[src/rtl/arbiter_pkg.sv]
// Shared types for the memory-port arbiter: FSM state encoding and
// round-robin history values.
package arbiter_pkg;

    typedef enum logic [1:0] {
        IDLE = 2'd0,
        RD_I = 2'd1,
        RD_D = 2'd2,
        WR_D = 2'd3
    } arb_state_t;

    // Last read requester served.
    localparam logic RR_INSTR = 1'b0;
    localparam logic RR_DATA  = 1'b1;

endpackage

[src/rtl/burst_beat_counter.sv]
// Read-burst beat counter with saturation and a sticky length-error flag.
// Ports:
//   clk, arstn  - clock, asynchronous active-low reset
//   clear       - zero the count (asserted on every grant)
//   beat        - one R beat accepted
//   last        - RLAST, qualified by beat
//   active      - a read burst is in progress; beats outside it are ignored
//   beat_cnt    - beats seen in the current burst, saturating at BURST_LEN-1
//   burst_err   - sticky: burst was shorter or longer than BURST_LEN
module burst_beat_counter #(
    parameter int unsigned BURST_LEN = 16,
    localparam int unsigned CNT_W = $clog2(BURST_LEN)
) (
    input  logic             clk,
    input  logic             arstn,
    input  logic             clear,
    input  logic             beat,
    input  logic             last,
    input  logic             active,
    output logic [CNT_W-1:0] beat_cnt,
    output logic             burst_err
);

    localparam logic [CNT_W-1:0] CNT_MAX = CNT_W'(BURST_LEN - 1);

    logic at_max_c;
    logic beat_c;

    assign at_max_c = (beat_cnt == CNT_MAX);
    assign beat_c   = active & beat;

    // A good burst presents last exactly when the count has reached its max,
    // so any disagreement between the two is a malformed burst.
    always_ff @(posedge clk or negedge arstn) begin
        if (!arstn) begin
            beat_cnt  <= '0;
            burst_err <= 1'b0;
        end else begin
            if (clear) begin
                beat_cnt <= '0;
            end else if (beat_c && !at_max_c) begin
                beat_cnt <= beat_cnt + CNT_W'(1);
            end
            if (beat_c && (last != at_max_c)) begin
                burst_err <= 1'b1;
            end
        end
    end

endmodule

[src/rtl/mem_port_arbiter.sv]
// Arbitrates the single AXI memory port between I-cache fills, D-cache fills
// and D-cache write-backs, one transaction at a time.
// Ports:
//   clk, arstn                      - clock, asynchronous active-low reset
//   i_instr_req / i_instr_addr      - I-cache fill request and block address
//   i_data_rd_req / i_data_addr     - D-cache fill request and block address
//   i_data_wr_req / i_data_wb_addr  - D-cache write-back request and victim address
//   i_r_beat, i_read_last_axi       - R channel beat accepted, RLAST
//   i_b_resp_axi                    - write response received
//   o_start_read_axi/o_start_write_axi - one-cycle burst start pulses
//   o_axi_addr                      - address of the granted transaction
//   o_*_gnt                         - high for the whole granted transaction
//   o_*_done                        - combinational completion pulse in the exit cycle
//   o_beat_cnt, o_burst_err         - read beat count and sticky burst error
module mem_port_arbiter
    import arbiter_pkg::*;
#(
    parameter int unsigned ADDR_WIDTH = 64,
    parameter int unsigned BURST_LEN  = 16
) (
    input  logic                         clk,
    input  logic                         arstn,
    input  logic                         i_instr_req,
    input  logic [ADDR_WIDTH-1:0]        i_instr_addr,
    input  logic                         i_data_rd_req,
    input  logic                         i_data_wr_req,
    input  logic [ADDR_WIDTH-1:0]        i_data_addr,
    input  logic [ADDR_WIDTH-1:0]        i_data_wb_addr,
    input  logic                         i_r_beat,
    input  logic                         i_read_last_axi,
    input  logic                         i_b_resp_axi,
    output logic                         o_start_read_axi,
    output logic                         o_start_write_axi,
    output logic [ADDR_WIDTH-1:0]        o_axi_addr,
    output logic                         o_instr_gnt,
    output logic                         o_data_rd_gnt,
    output logic                         o_data_wr_gnt,
    output logic                         o_instr_done,
    output logic                         o_data_rd_done,
    output logic                         o_data_wr_done,
    output logic [$clog2(BURST_LEN)-1:0] o_beat_cnt,
    output logic                         o_burst_err
);

    arb_state_t             state_q, state_d;
    logic [ADDR_WIDTH-1:0]  addr_q, addr_d;
    logic                   start_rd_q, start_rd_d;
    logic                   start_wr_q, start_wr_d;
    logic                   rr_last_q, rr_last_d;
    logic                   grant_c;
    logic                   rd_last_c;
    logic                   rd_active_c;

    assign rd_last_c   = i_r_beat & i_read_last_axi;
    assign rd_active_c = (state_q == RD_I) || (state_q == RD_D);

    // Next state, grant-time loads and completion pulses.
    always_comb begin
        state_d        = state_q;
        addr_d         = addr_q;
        start_rd_d     = 1'b0;
        start_wr_d     = 1'b0;
        rr_last_d      = rr_last_q;
        grant_c        = 1'b0;
        o_instr_done   = 1'b0;
        o_data_rd_done = 1'b0;
        o_data_wr_done = 1'b0;
        case (state_q)
            IDLE: begin
                // Write-back first; between two reads, whoever was not last served.
                if (i_data_wr_req) begin
                    state_d    = WR_D;
                    addr_d     = i_data_wb_addr;
                    start_wr_d = 1'b1;
                    grant_c    = 1'b1;
                end else if (i_instr_req && (!i_data_rd_req || rr_last_q == RR_DATA)) begin
                    state_d    = RD_I;
                    addr_d     = i_instr_addr;
                    start_rd_d = 1'b1;
                    rr_last_d  = RR_INSTR;
                    grant_c    = 1'b1;
                end else if (i_data_rd_req) begin
                    state_d    = RD_D;
                    addr_d     = i_data_addr;
                    start_rd_d = 1'b1;
                    rr_last_d  = RR_DATA;
                    grant_c    = 1'b1;
                end
            end
            RD_I: begin
                if (rd_last_c) begin
                    state_d      = IDLE;
                    o_instr_done = 1'b1;
                end
            end
            RD_D: begin
                if (rd_last_c) begin
                    state_d        = IDLE;
                    o_data_rd_done = 1'b1;
                end
            end
            WR_D: begin
                if (i_b_resp_axi) begin
                    state_d        = IDLE;
                    o_data_wr_done = 1'b1;
                end
            end
            default: state_d = IDLE;
        endcase
    end

    // State and registered outputs.
    always_ff @(posedge clk or negedge arstn) begin
        if (!arstn) begin
            state_q    <= IDLE;
            addr_q     <= '0;
            start_rd_q <= 1'b0;
            start_wr_q <= 1'b0;
            rr_last_q  <= RR_DATA;
        end else begin
            state_q    <= state_d;
            addr_q     <= addr_d;
            start_rd_q <= start_rd_d;
            start_wr_q <= start_wr_d;
            rr_last_q  <= rr_last_d;
        end
    end

    assign o_start_read_axi  = start_rd_q;
    assign o_start_write_axi = start_wr_q;
    assign o_axi_addr        = addr_q;
    assign o_instr_gnt       = (state_q == RD_I);
    assign o_data_rd_gnt     = (state_q == RD_D);
    assign o_data_wr_gnt     = (state_q == WR_D);

    burst_beat_counter #(
        .BURST_LEN (BURST_LEN)
    ) u_beat_cnt (
        .clk       (clk),
        .arstn     (arstn),
        .clear     (grant_c),
        .beat      (i_r_beat),
        .last      (i_read_last_axi),
        .active    (rd_active_c),
        .beat_cnt  (o_beat_cnt),
        .burst_err (o_burst_err)
    );

endmodule

[config.mk]
export PLATFORM = sky130hd
export DESIGN_NAME = mem_port_arbiter
export DESIGN_NICKNAME = d
export VERILOG_FILES = /design/src/rtl/arbiter_pkg.sv /design/src/rtl/burst_beat_counter.sv /design/src/rtl/mem_port_arbiter.sv
export SDC_FILE = /design/constraint.sdc
export NUM_CORES = 1
export LEC_CHECK = 0
export ABC_AREA = 0
export CORE_MARGIN = 3
export CORE_UTILIZATION = 37
export DETAILED_ROUTE_END_ITERATION = 7
export PLACE_DENSITY = 0.8
export SLEW_MARGIN = 15
export SYNTH_ARGS = -nofsm -noshare
export SYNTH_HDL_FRONTEND = slang
export SYNTH_SLANG_ARGS = --single-unit
[constraint.sdc]
create_clock -name clk -period 2.1 [get_ports clk]
set_input_delay 0.315 -clock clk [delete_from_list [all_inputs] [get_ports clk]]
set_output_delay 0.315 -clock clk [all_outputs]
set_load 0.01 [all_outputs]
Word-level counts from Yosys, hierarchy flattened

Cells that the tools add are included.

$add $sub $neg: 1
Bitwise gates (word level): 3
Mux-type cells: 26
Equal/unequal tests: 8
Reductions and logical operators: 15

Operators with widths:

| kind                  | count |
|---|---|
| $mux W64              | 3 |
| $mux W1               | 15 |
| $mux W2               | 5 |
| $mux W4               | 2 |
| $pmux W2 S3           | 1 |
| $reduce_and A3 Y1     | 2 |
| $add A4 B1 Y4 const B | 1 |
| $eq A2 B2 Y1 const B  | 2 |
| $eq A4 B4 Y1 const B  | 1 |
| $ne A4 B4 Y1 const B  | 1 |
| $reduce_bool A2 Y1    | 2 |
| $logic_and A1 B1 Y1   | 3 |
| $reduce_bool A3 Y1    | 1 |
| $and A1 B1 Y1         | 2 |
| $eq A2 B1 Y1 const B  | 1 |
| $logic_not A1 Y1      | 2 |
| $logic_not A2 Y1      | 1 |
| $logic_or A1 B1 Y1    | 2 |
| $ne A2 B1 Y1 const B  | 1 |
| $ne A2 B2 Y1 const B  | 1 |
| $reduce_and A2 Y1     | 1 |
| $reduce_or A2 Y1      | 1 |
| $ne A1 B1 Y1          | 1 |
| $not A1 Y1            | 1 |

Word-level logic and storage cells: 60
Bits of input ports: 200
Output and inout port bits: 77
Flip-flop bits (word level): 74

Depth between registers and ports, before layout

Word-level depth: 7
Depth in mapped cells: 8
Depth with buffers taken out: 5

Modules after synthesis

A second synthesis with hierarchy kept.

Cells, all modules: 499
Area, all modules: 4410.5 µm²

Modules (own cells, without submodules):

| module             | sequential area each (µm²) | cells each | instances | area each (µm²) |
|---|---|---|---|---|
| mem_port_arbiter   | 1727.9                     | 475        | 1         | 4152.7 |
| burst_beat_counter | 125.1                      | 24         | 1         | 257.7 |

Least setup slack after synthesis

No wires, ideal clock.

Path type: reg-to-reg
From: register state_q[0]
To: register state_q[1]
Library setup time: 0.127 ns
Period minus slack after synthesis: 1.627 ns
Path slack: 0.473 ns
Stages on the path, launching flop included: 6
Data arrival time: 1.499 ns
Data required time: 1.973 ns
Path buffers: 0
Path through: dfrtp_1 > inv_1 > ha_1 > a21boi_0 > or3_1 > mux2_1

Longest elaborated chain between the ends: 4
Elaborated cells on any way between the ends: 10
Classes of those cells: 6 x eq/ne; 1 x mux; 3 x reduce/logical

Ends and longest elaborated chain:

| what                                         | line                    | text |
|---|---|---|
| start, declared                              | mem_port_arbiter.sv:45  | `arb_state_t state_q, state_d;` |
| start signal, assigned                       | mem_port_arbiter.sv:121 | `state_q <= state_d;` |
| $eq A2 B1 Y1 or $eq A2 B2 Y1 (tied branches) | mem_port_arbiter.sv:68  | `case (state_q)` |
| $reduce_or A2 Y1 (no source line)            | n/a                     |  |
| $ne A2 B1 Y1 (no source line)                | n/a                     |  |
| $reduce_and A3 Y1 (no source line)           | n/a                     |  |

Several ways; a longest one is shown, not always the timed one.
A chain may end at the register's enable or synchronous reset.

Worst setup path in the final report

From: register state_q[0]
To: output o_data_rd_gnt

Longest elaborated chain between the ends: 1

Ends and longest elaborated chain:

| what          | line                    | text |
|---|---|---|
| $eq A2 B2 Y1  | mem_port_arbiter.sv:133 | `assign o_data_rd_gnt = (state_q == RD_D);` |
| end, declared | mem_port_arbiter.sv:36  | `output logic o_data_rd_gnt,` |

No other way between the ends.

==> run summary <==
status -> completed
vias in the first global route -> 4857
#FFs+latches synth -> 74
design area -> 0.00757 mm^2
Setup CP Type -> reg2out
WP depth -> 3
Slew HR -> 0.646
area of the core -> 0.0115 mm^2
area grow syn2layout -> 71.6%
worst path bufs/invs -> 2
Tmin final -> 1.92 ns
clock sinks -> 74
met3 Use GR -> 0.0605
Crit path required time -> 1.78 ns
Top Usage Layer GRT -> met2
Post-Synthesis Cell Area -> 0.00441 mm^2
DRC -> 0
largest area contributor in the netlist -> dfrtp_1
cell area after placement -> 0.00729 mm^2
DRT Pass-1 Iters -> 4
share of cells above drive strength 1 -> 0.0495
startpoint types -> flip-flop
total gr overflow -> 0
Antenna Nets Post-Route -> 0
Max-cap violations -> 0
RSZ-0062 raised after global routing -> false
Slew Viols, Final -> 0
Cell variety after synth -> 36
WL/cell -> 18.1 um
largest net degree at the start of global routing -> 107
met2 Resource Use GR -> 0.416
initial antenna violation count -> 0
final weighted congestion of routability-driven global placement -> 0.860
Tcrit/Tclk final -> 0.914
Sequential Power Share -> 0.307
first-pass GRT wire length -> 24600 um
Seq/Total Area, Yosys -> 0.420
Die ar. -> 0.0133 mm^2
Synth Warn # -> 0
Critical Path, Cell by Cell -> inv_1 -> ha_2 -> clkdlybuf4s50_1
Final Hold Fails -> 0
Least-Margin Pin Slew -> 0.531 ns
Mapped Avg Cell Area -> 8.82 um^2
Switching Share -> 0.365
worst IR drop on VDD -> 0.000508 V
Post-Syn Nets -> 706
Die Span Y -> 115 um
Clock Skews -> 0.00668 ns
NetSw -> 3.02 mW
DP Wirelength -> 12000 um
Lkg Pwr -> 2.83 nW
worst-case clock buffer depth -> 2
Setup TNS -> 0 ns
Num CTS Buffers -> 9
Gate power share -> 0.526
Crit path largest cell delay -> 0.54 ns
Max Clk Rate -> 521 MHz
IO Pins -> 277
commonest non-fill, non-tap cell in the layout -> clkdlybuf4s50_1
nets -> 949
row cnt -> 39
Total Wirelength -> 16100 um
PwrDens -> 1090 mW/mm^2
diodes inserted -> 0
GR Util All Layers -> 0.232
# setup viols final -> 0
commonest non-fill, non-tap cells in the layout -> clkdlybuf4s50_1 (272), dfrtp_1 (73), o21ai_0 (66)
Iter 0 DRT Violations -> 284
Synth area leaders -> dfrtp_1 (41%), a32oi_1 (13%), nor2b_1 (9.4%)
Clock Latency Late Sink -> 0.32 ns
Hold Path Class -> in2reg
Post-Syn Instances -> 500
endpoint class of the critical path -> output port
CP Max Fanout -> 4
worst hold path depth -> 2
Worst Reg2Reg Path Length in Cells -> 5
clk slew on worst S/H paths -> 0.05 ns
CP top delay family -> buffers and inverters
IO Port Bufs -> 276
Vias/cell -> 5.54
Root Driver -> clkbuf_16
htree depth -> 3
Critical Path AT -> 1.60 ns
die width -> 115 um
cell-internal power -> 5.24 mW
Worst path slowest cell -> clkdlybuf4s50_1
Clock Power Share -> 0.167
Global Route met1 Usage -> 0.267
CTS tree -> yes
top cell type's share of synthesized area -> 0.414
initial core utilization -> 0.383
Via Count -> 4932
[registers in the layout (all words and copies together) (netlist names)]
register and count:
o_axi_addr 64, o_start_read_axi 1, o_start_write_axi 1, rr_last_q 1, state_q 2, u_beat_cnt.beat_cnt 4, u_beat_cnt.burst_err 1
[cells in the mapped netlist]
library cell and instances:
and2_1 2, dfrtp_1 73, o311ai_1 1, or3_1 2
nor4b_1 1, nor2b_1 66, nand2_1 1, o311ai_0 1
nor2b_2 1, o31ai_1 3, ha_1 6, nor2_1 65
xnor2_1 1, or3b_2 1, buf_1 2, and3_1 3
o21a_1 1, dfstp_2 1, buf_4 4, mux2_1 1
o21bai_1 1, o41ai_2 2, o21ai_0 66, nand3_1 2
a31oi_1 64, buf_6 3, a21oi_1 4, clkbuf_1 33
o31a_1 1, a32oi_1 64, clkinv_1 1, nand2b_1 1
a21boi_0 1, inv_1 4, nor3b_1 1, buf_2 16
[kinds of logic (layout without fill, tap and decap cells)]
family,Yosys count,in the layout,share of synthesized area
xor+xnor,1,1,0.00199
flops,74,74,0.420
buf+inv,63,311,0.0666
simple gates,146,146,0.171
mux,1,1,0.00255
compound gates,209,209,0.321
fa+ha+maj,6,6,0.0170
[metrics by stage]
step / instances / setup WS, ns / util / hold WS (ns) / power (mW)
floorplan: 500 / 0.473 / - / 0.0194 / 4.55
global placement: 874 / 0.246 / 0.633 / 0.315 / 6.77
detailed placement: 874 / 0.198 / 0.633 / 0.322 / 6.91
CTS: 891 / 0.0272 / 0.657 / 0.441 / 8.33
global route: 891 / 0.118 / 0.657 / 0.459 / 8.82
finish: 891 / 0.181 / 0.657 / 0.446 / 8.25
[final cells by class]
| class | instances | area, um^2 |
|---|---|---|
| multi-input combinational | 363 | 2280 |
| fill | 941 | 3950 |
| clock buffer | 13 | 250 |
| clock inverter | 3 | 15.0 |
| timing repair buffer | 290 | 2970 |
| inverter | 5 | 18.8 |
| sequential | 74 | 1850 |
| tap | 143 | 179 |
[per-layer routing]
layer	vias up	wire length, um
met5	-	0
met4	0	345
met3	29	1340
met2	213	8320
met1	2318	6090
li1	2372	-
[power by group through the flow]
stage | Clock (mW) | Sequential, mW | Combinational (mW)
finish | 1.38 | 2.53 | 4.34
global route | 1.49 | 2.63 | 4.70
CTS | 1.42 | 2.54 | 4.37
detailed placement | 0 | 2.56 | 4.35
global placement | 0 | 2.52 | 4.25
floorplan | 0 | 2.82 | 1.73
[path summary, 6_finish.rpt]
kind                                   endpoint                  from  slack [ns]
max reg2reg                          state_q[1]            state_q[0]        0.28
max                               o_data_rd_gnt            state_q[0]        0.18
min reg2reg                u_beat_cnt.burst_err  u_beat_cnt.burst_err        0.50
min in group asynchronous  u_beat_cnt.burst_err                 arstn        0.52
max in group asynchronous             rr_last_q                 arstn        0.94
min                           o_start_write_axi         i_data_wr_req        0.45
[timing repair]
action,CTS,global route
endpoints found under the setup margin,0,2
endpoints found under the hold margin,36,0
buffers inserted,0,0
hold buffers,1,0
gates resized for setup,0,3
Power figures use the tool's default switching activity.
==> RTL edit 1, RTL diff (same settings) <==
`addr_q` no longer has a reset.
--- a/src/rtl/mem_port_arbiter.sv
+++ b/src/rtl/mem_port_arbiter.sv
@@ -113,17 +113,19 @@
     always_ff @(posedge clk or negedge arstn) begin
         if (!arstn) begin
             state_q    <= IDLE;
-            addr_q     <= '0;
             start_rd_q <= 1'b0;
             start_wr_q <= 1'b0;
             rr_last_q  <= RR_DATA;
         end else begin
             state_q    <= state_d;
-            addr_q     <= addr_d;
             start_rd_q <= start_rd_d;
             start_wr_q <= start_wr_d;
             rr_last_q  <= rr_last_d;
         end
+    end
+
+    always_ff @(posedge clk) begin
+        addr_q <= addr_d;
     end
 
     assign o_start_read_axi  = start_rd_q;
Function: changed (a bounded check fails within 4 cycles, from zero or initial values and one cycle with arstn low).
==> RTL edit 1 against the original RTL <==
Sequential cell count did not move. Total power fell by 22%. Wire length fell by 17%. Sequential power fell by 2%. Area after synthesis fell by 17%. Worst setup slack got worse by 0.028 ns. Synthesized cell count fell by 46%. Register-to-register slack improved by 0.14 ns. Final area fell by 9.9%.
==> RTL edit 1: results <==
group,metric,value,unit
final_layout,layout.cells.non_filler,677,
timing,clock_skew,0.0110,ns
placed_design,dpl.hpwl,10.2,mm
clock_network,cts_root_buffer,"clkbuf_8",
placed_design,placed_cell_area,6580,um2
detailed_routing,drt_iter0_drc,161,
worst_setup_path,cp_slowest_cell,"clkdlybuf4s50_1",
pwr,vdd_drop_max,0.000559,V
logic_synthesis,async_flop_share,0.135,
outcome,outcome,"completed",
worst_setup_path,cp_top_family,"buffers and inverters",
global_route,grt_pass1_wl,19.6,mm
final_layout,largest_reg_flops,64,
detailed_routing,dr.pass1.iters,4,
min_path,worstHoldPathType,"in -> async",
placed_design,port_buffers,276,
global_route,antenna_found_initial,1,
global_route,grt_pass1_vias,3501,
clock_network,h-tree-depth,3,
logic_synthesis,ys.flop_type,"edfxtp_1",
clock_network,post_cts_buffers,0,
logic_synthesis,synth_edf_count,64,
logic_synthesis,syn_nets,475,
logic_synthesis,synth_area_leaders,"edfxtp_1, a221o_1, and2_1, dfrtp_1, ha_1",
global_route,track_usage,0.228,
clock_network,cts_buffers,9,
worst_setup_path,path_max_fanout,4,
global_route,grt_max_degree,69,
timing,slew-limit-headroom,0.661,
final_layout,final_nets,748,
pwr,leakagePower,2.55,nW
clock_network,clk_path_buf_depth,2,
final_layout,fillCellCount,696,
placed_design,pre_cts_slack,0.0217,ns
logic_synthesis,ys_ff_latch,74,
final_layout,drive_gt1_frac,0.0548,
worst_setup_path,reg2reg_depth,4,
logic_synthesis,synth_cells,269,
worst_setup_path,slowest_delay,0.53,ns
clock_network,cts_resized,2,
logic_synthesis,synth_cell_types,32,
placed_design,place_congestion,0.776,
clock_network,clk_pin_slew_worst_paths,0.08,ns
detailed_routing,via_per_inst,5.21,
detailed_routing,drt_wl_total,13.3,mm
worst_setup_path,critical_path_arrival,1.63,ns
clock_network,insertion_delay,0.34,ns
placed_design,place_inst,660,
logic_synthesis,yosysSeqAreaShare,0.592,
logic_synthesis,yosysWarnings,0,
logic_synthesis,synth_top_cells_by_count,"and2_1, a221o_1, edfxtp_1",
-- RTL edit 1: cells by family after synthesis --
| group | synth area share |
|---|---|
| AND/OR/NAND/NOR | 0.143 |
| AO/OA/AOI/OAI | 0.204 |
| flip-flops | 0.592 |
| buffers and inverters | 0.0385 |
| adder cells (fa/ha/maj) | 0.0205 |
| XOR/XNOR | 0.00239 |
-- RTL edit 1: path summary, 6_finish.rpt --
path | startpoint | slack, ns | end
min in group clk | i_data_wr_req | 0.45 | o_start_read_axi
min | arstn | 0.28 | u_beat_cnt.burst_err
max | state_q[0] | 0.15 | o_data_wr_done
max in group asynchronous | arstn | 1.47 | rr_last_q
min reg2reg | u_beat_cnt.burst_err | 0.50 | u_beat_cnt.burst_err
max reg2reg | rr_last_q | 0.42 | o_axi_addr[50]
-- RTL edit 1: layout make-up --
class	count	area, um2	share of cell area
clock inverters	6	105	0.0154
flip-flops and latches	74	2170	0.319
inverters	3	11.3	0.00165
multi-input cells	170	1380	0.202
diodes	1	2.50	0.000367
repair buffers	284	2860	0.419
clock buffers	10	128	0.0187
well taps	129	161	0.0237
-- RTL edit 1: per-layer routing --
metal	vias up	part of all wire	GRT usage
met2	176	0.54	0.416
met3	22	0.077	0.0606
met1	1697	0.36	0.252
met5	-	0	0
li1	1635	-	-
met4	0	0.024	0.0897
-- RTL edit 1: where the power goes --
part / total [mW] / leakage [nW] / switching [mW] / internal, mW
sequential: 2.47 / 0.750 / 0.167 / 2.30
combinational: 2.61 / 1.68 / 1.15 / 1.47
clock: 1.32 / 0.112 / 0.539 / 0.783
total: 6.40 / 2.55 / 1.85 / 4.55
==> RTL edit 2, RTL diff (same flow settings) <==
Made on the original files. `ADDR_WIDTH`: 64 -> 96.
--- a/src/rtl/mem_port_arbiter.sv
+++ b/src/rtl/mem_port_arbiter.sv
@@ -15,7 +15,7 @@
 module mem_port_arbiter
     import arbiter_pkg::*;
 #(
-    parameter int unsigned ADDR_WIDTH = 64,
+    parameter int unsigned ADDR_WIDTH = 96,
     parameter int unsigned BURST_LEN  = 16
 ) (
     input  logic                         clk,
Ports: changed (resized i_data_addr, i_data_wb_addr, i_instr_addr and o_axi_addr); port bits go from 277 to 405. No check against the original RTL was run, so the function may have changed too.
==> RTL edit 2 against the original RTL <==
First-iteration DRC count increased by 42%. Area after synthesis increased by 43%. Count of clock-buffer cells in the layout unchanged. Wire length increased by 58%. Critical path depth unchanged. Final area increased by 43%. Worst setup slack got worse by 0.043 ns. Fmax decreased by 2.2%. Sequential cell count increased by 32. Core utilization decreased by 0.80 points. Synthesized cell count increased by 44%. Total power increased by 41%.
==> RTL edit 2: results <==
group,metric,value,unit
final_layout,multi_input_area_share,0.300,
logic_synthesis,synth_top_cells_by_count,"dfrtp_1, nor2b_1, nor2_1",
pwr,p_per_area,1080,nW/um2
logic_synthesis,muxShareOfSynthArea,0.00178,
global_route,grt_max_degree,110,
final_layout,seq_share,0.246,
pwr,vdd_drop_max,0.000638,V
final_layout,bufAreaShareNonClock,0.401,
min_path,min_to,"o_start_read_axi",
logic_synthesis,synth_xor_area_frac,0.00139,
global_route,grtUsageMet1,0.304,
placed_design,pre_cts_slack,0.0427,ns
worst_setup_path,reg2reg_depth,6,
global_route,grt_pass1_vias,6563,
worst_setup_path,crit_path_end,"o_data_wr_done",
outcome,outcome,"completed",
clock_network,insertion_delay,0.34,ns
timing,whs,0.271,ns
timing,worst_slack,0.138,ns
final_layout,drive_gt1_frac,0.0373,
detailed_routing,detail_route.wl_per_cell,19.6,um
floorplanning,core_area,16600,um2
detailed_routing,via_per_inst,5.52,
worst_setup_path,critical_path_arrival,1.65,ns
logic_synthesis,avgSynthCellArea,8.77,um2
detailed_routing,wl_met2,12.9,mm
final_layout,area_share_clock_buf_inv,0.0259,
detailed_routing,top_layer,"met5",
final_layout,largest_reg_flops,96,
placed_design,place_inst,1275,
detailed_routing,dr.pass1.iters,7,
final_layout,fillCellCount,1421,
detailed_routing,wl_met3,2.05,mm
worst_setup_path,r2r-end,"o_axi_addr[8]",
final_layout,final_nets,1369,
global_route,met3_usage,0.0588,
logic_synthesis,synth_fa_ha_area_frac,0.0119,
timing,slew-limit-headroom,0.622,
==> RTL edit 2: changes by cell type after synthesis, moves of 2 or more <==
cell      change
buf_2        +16
buf_6         +2
o21ai_1       +4
a32oi_1      +32
dfrtp_1      +32
clkbuf_1     +11
nor2b_1      +32
o21ai_0      +28
nor2_1       +32
a31oi_1      +32
==> RTL edit 2: where the power goes <==
group | internal (mW) | total (mW) | switching [mW] | leakage, nW
Combinational | 3.24 | 6.30 | 3.07 | 2.63
Sequential | 3.07 | 3.66 | 0.587 | 1.21
Clock | 0.925 | 1.67 | 0.746 | 0.138
Total | 7.23 | 11.6 | 4.40 | 3.98
==> RTL edit 2: critical path, stage by stage (launching register included) <==
cell             delay [ns]
dfrtp_1                0.43
ha_1                   0.22
and2_1                 0.13
clkdlybuf4s50_1        0.53
==> RTL edit 2: repair_timing <==
item / in CTS / in global routing
gates resized for setup: 0 / 3
hold endpoints to repair: 38 / 0
endpoints found under the setup margin: 0 / 2
buffers inserted: 0 / 0
hold buffers: 1 / 0
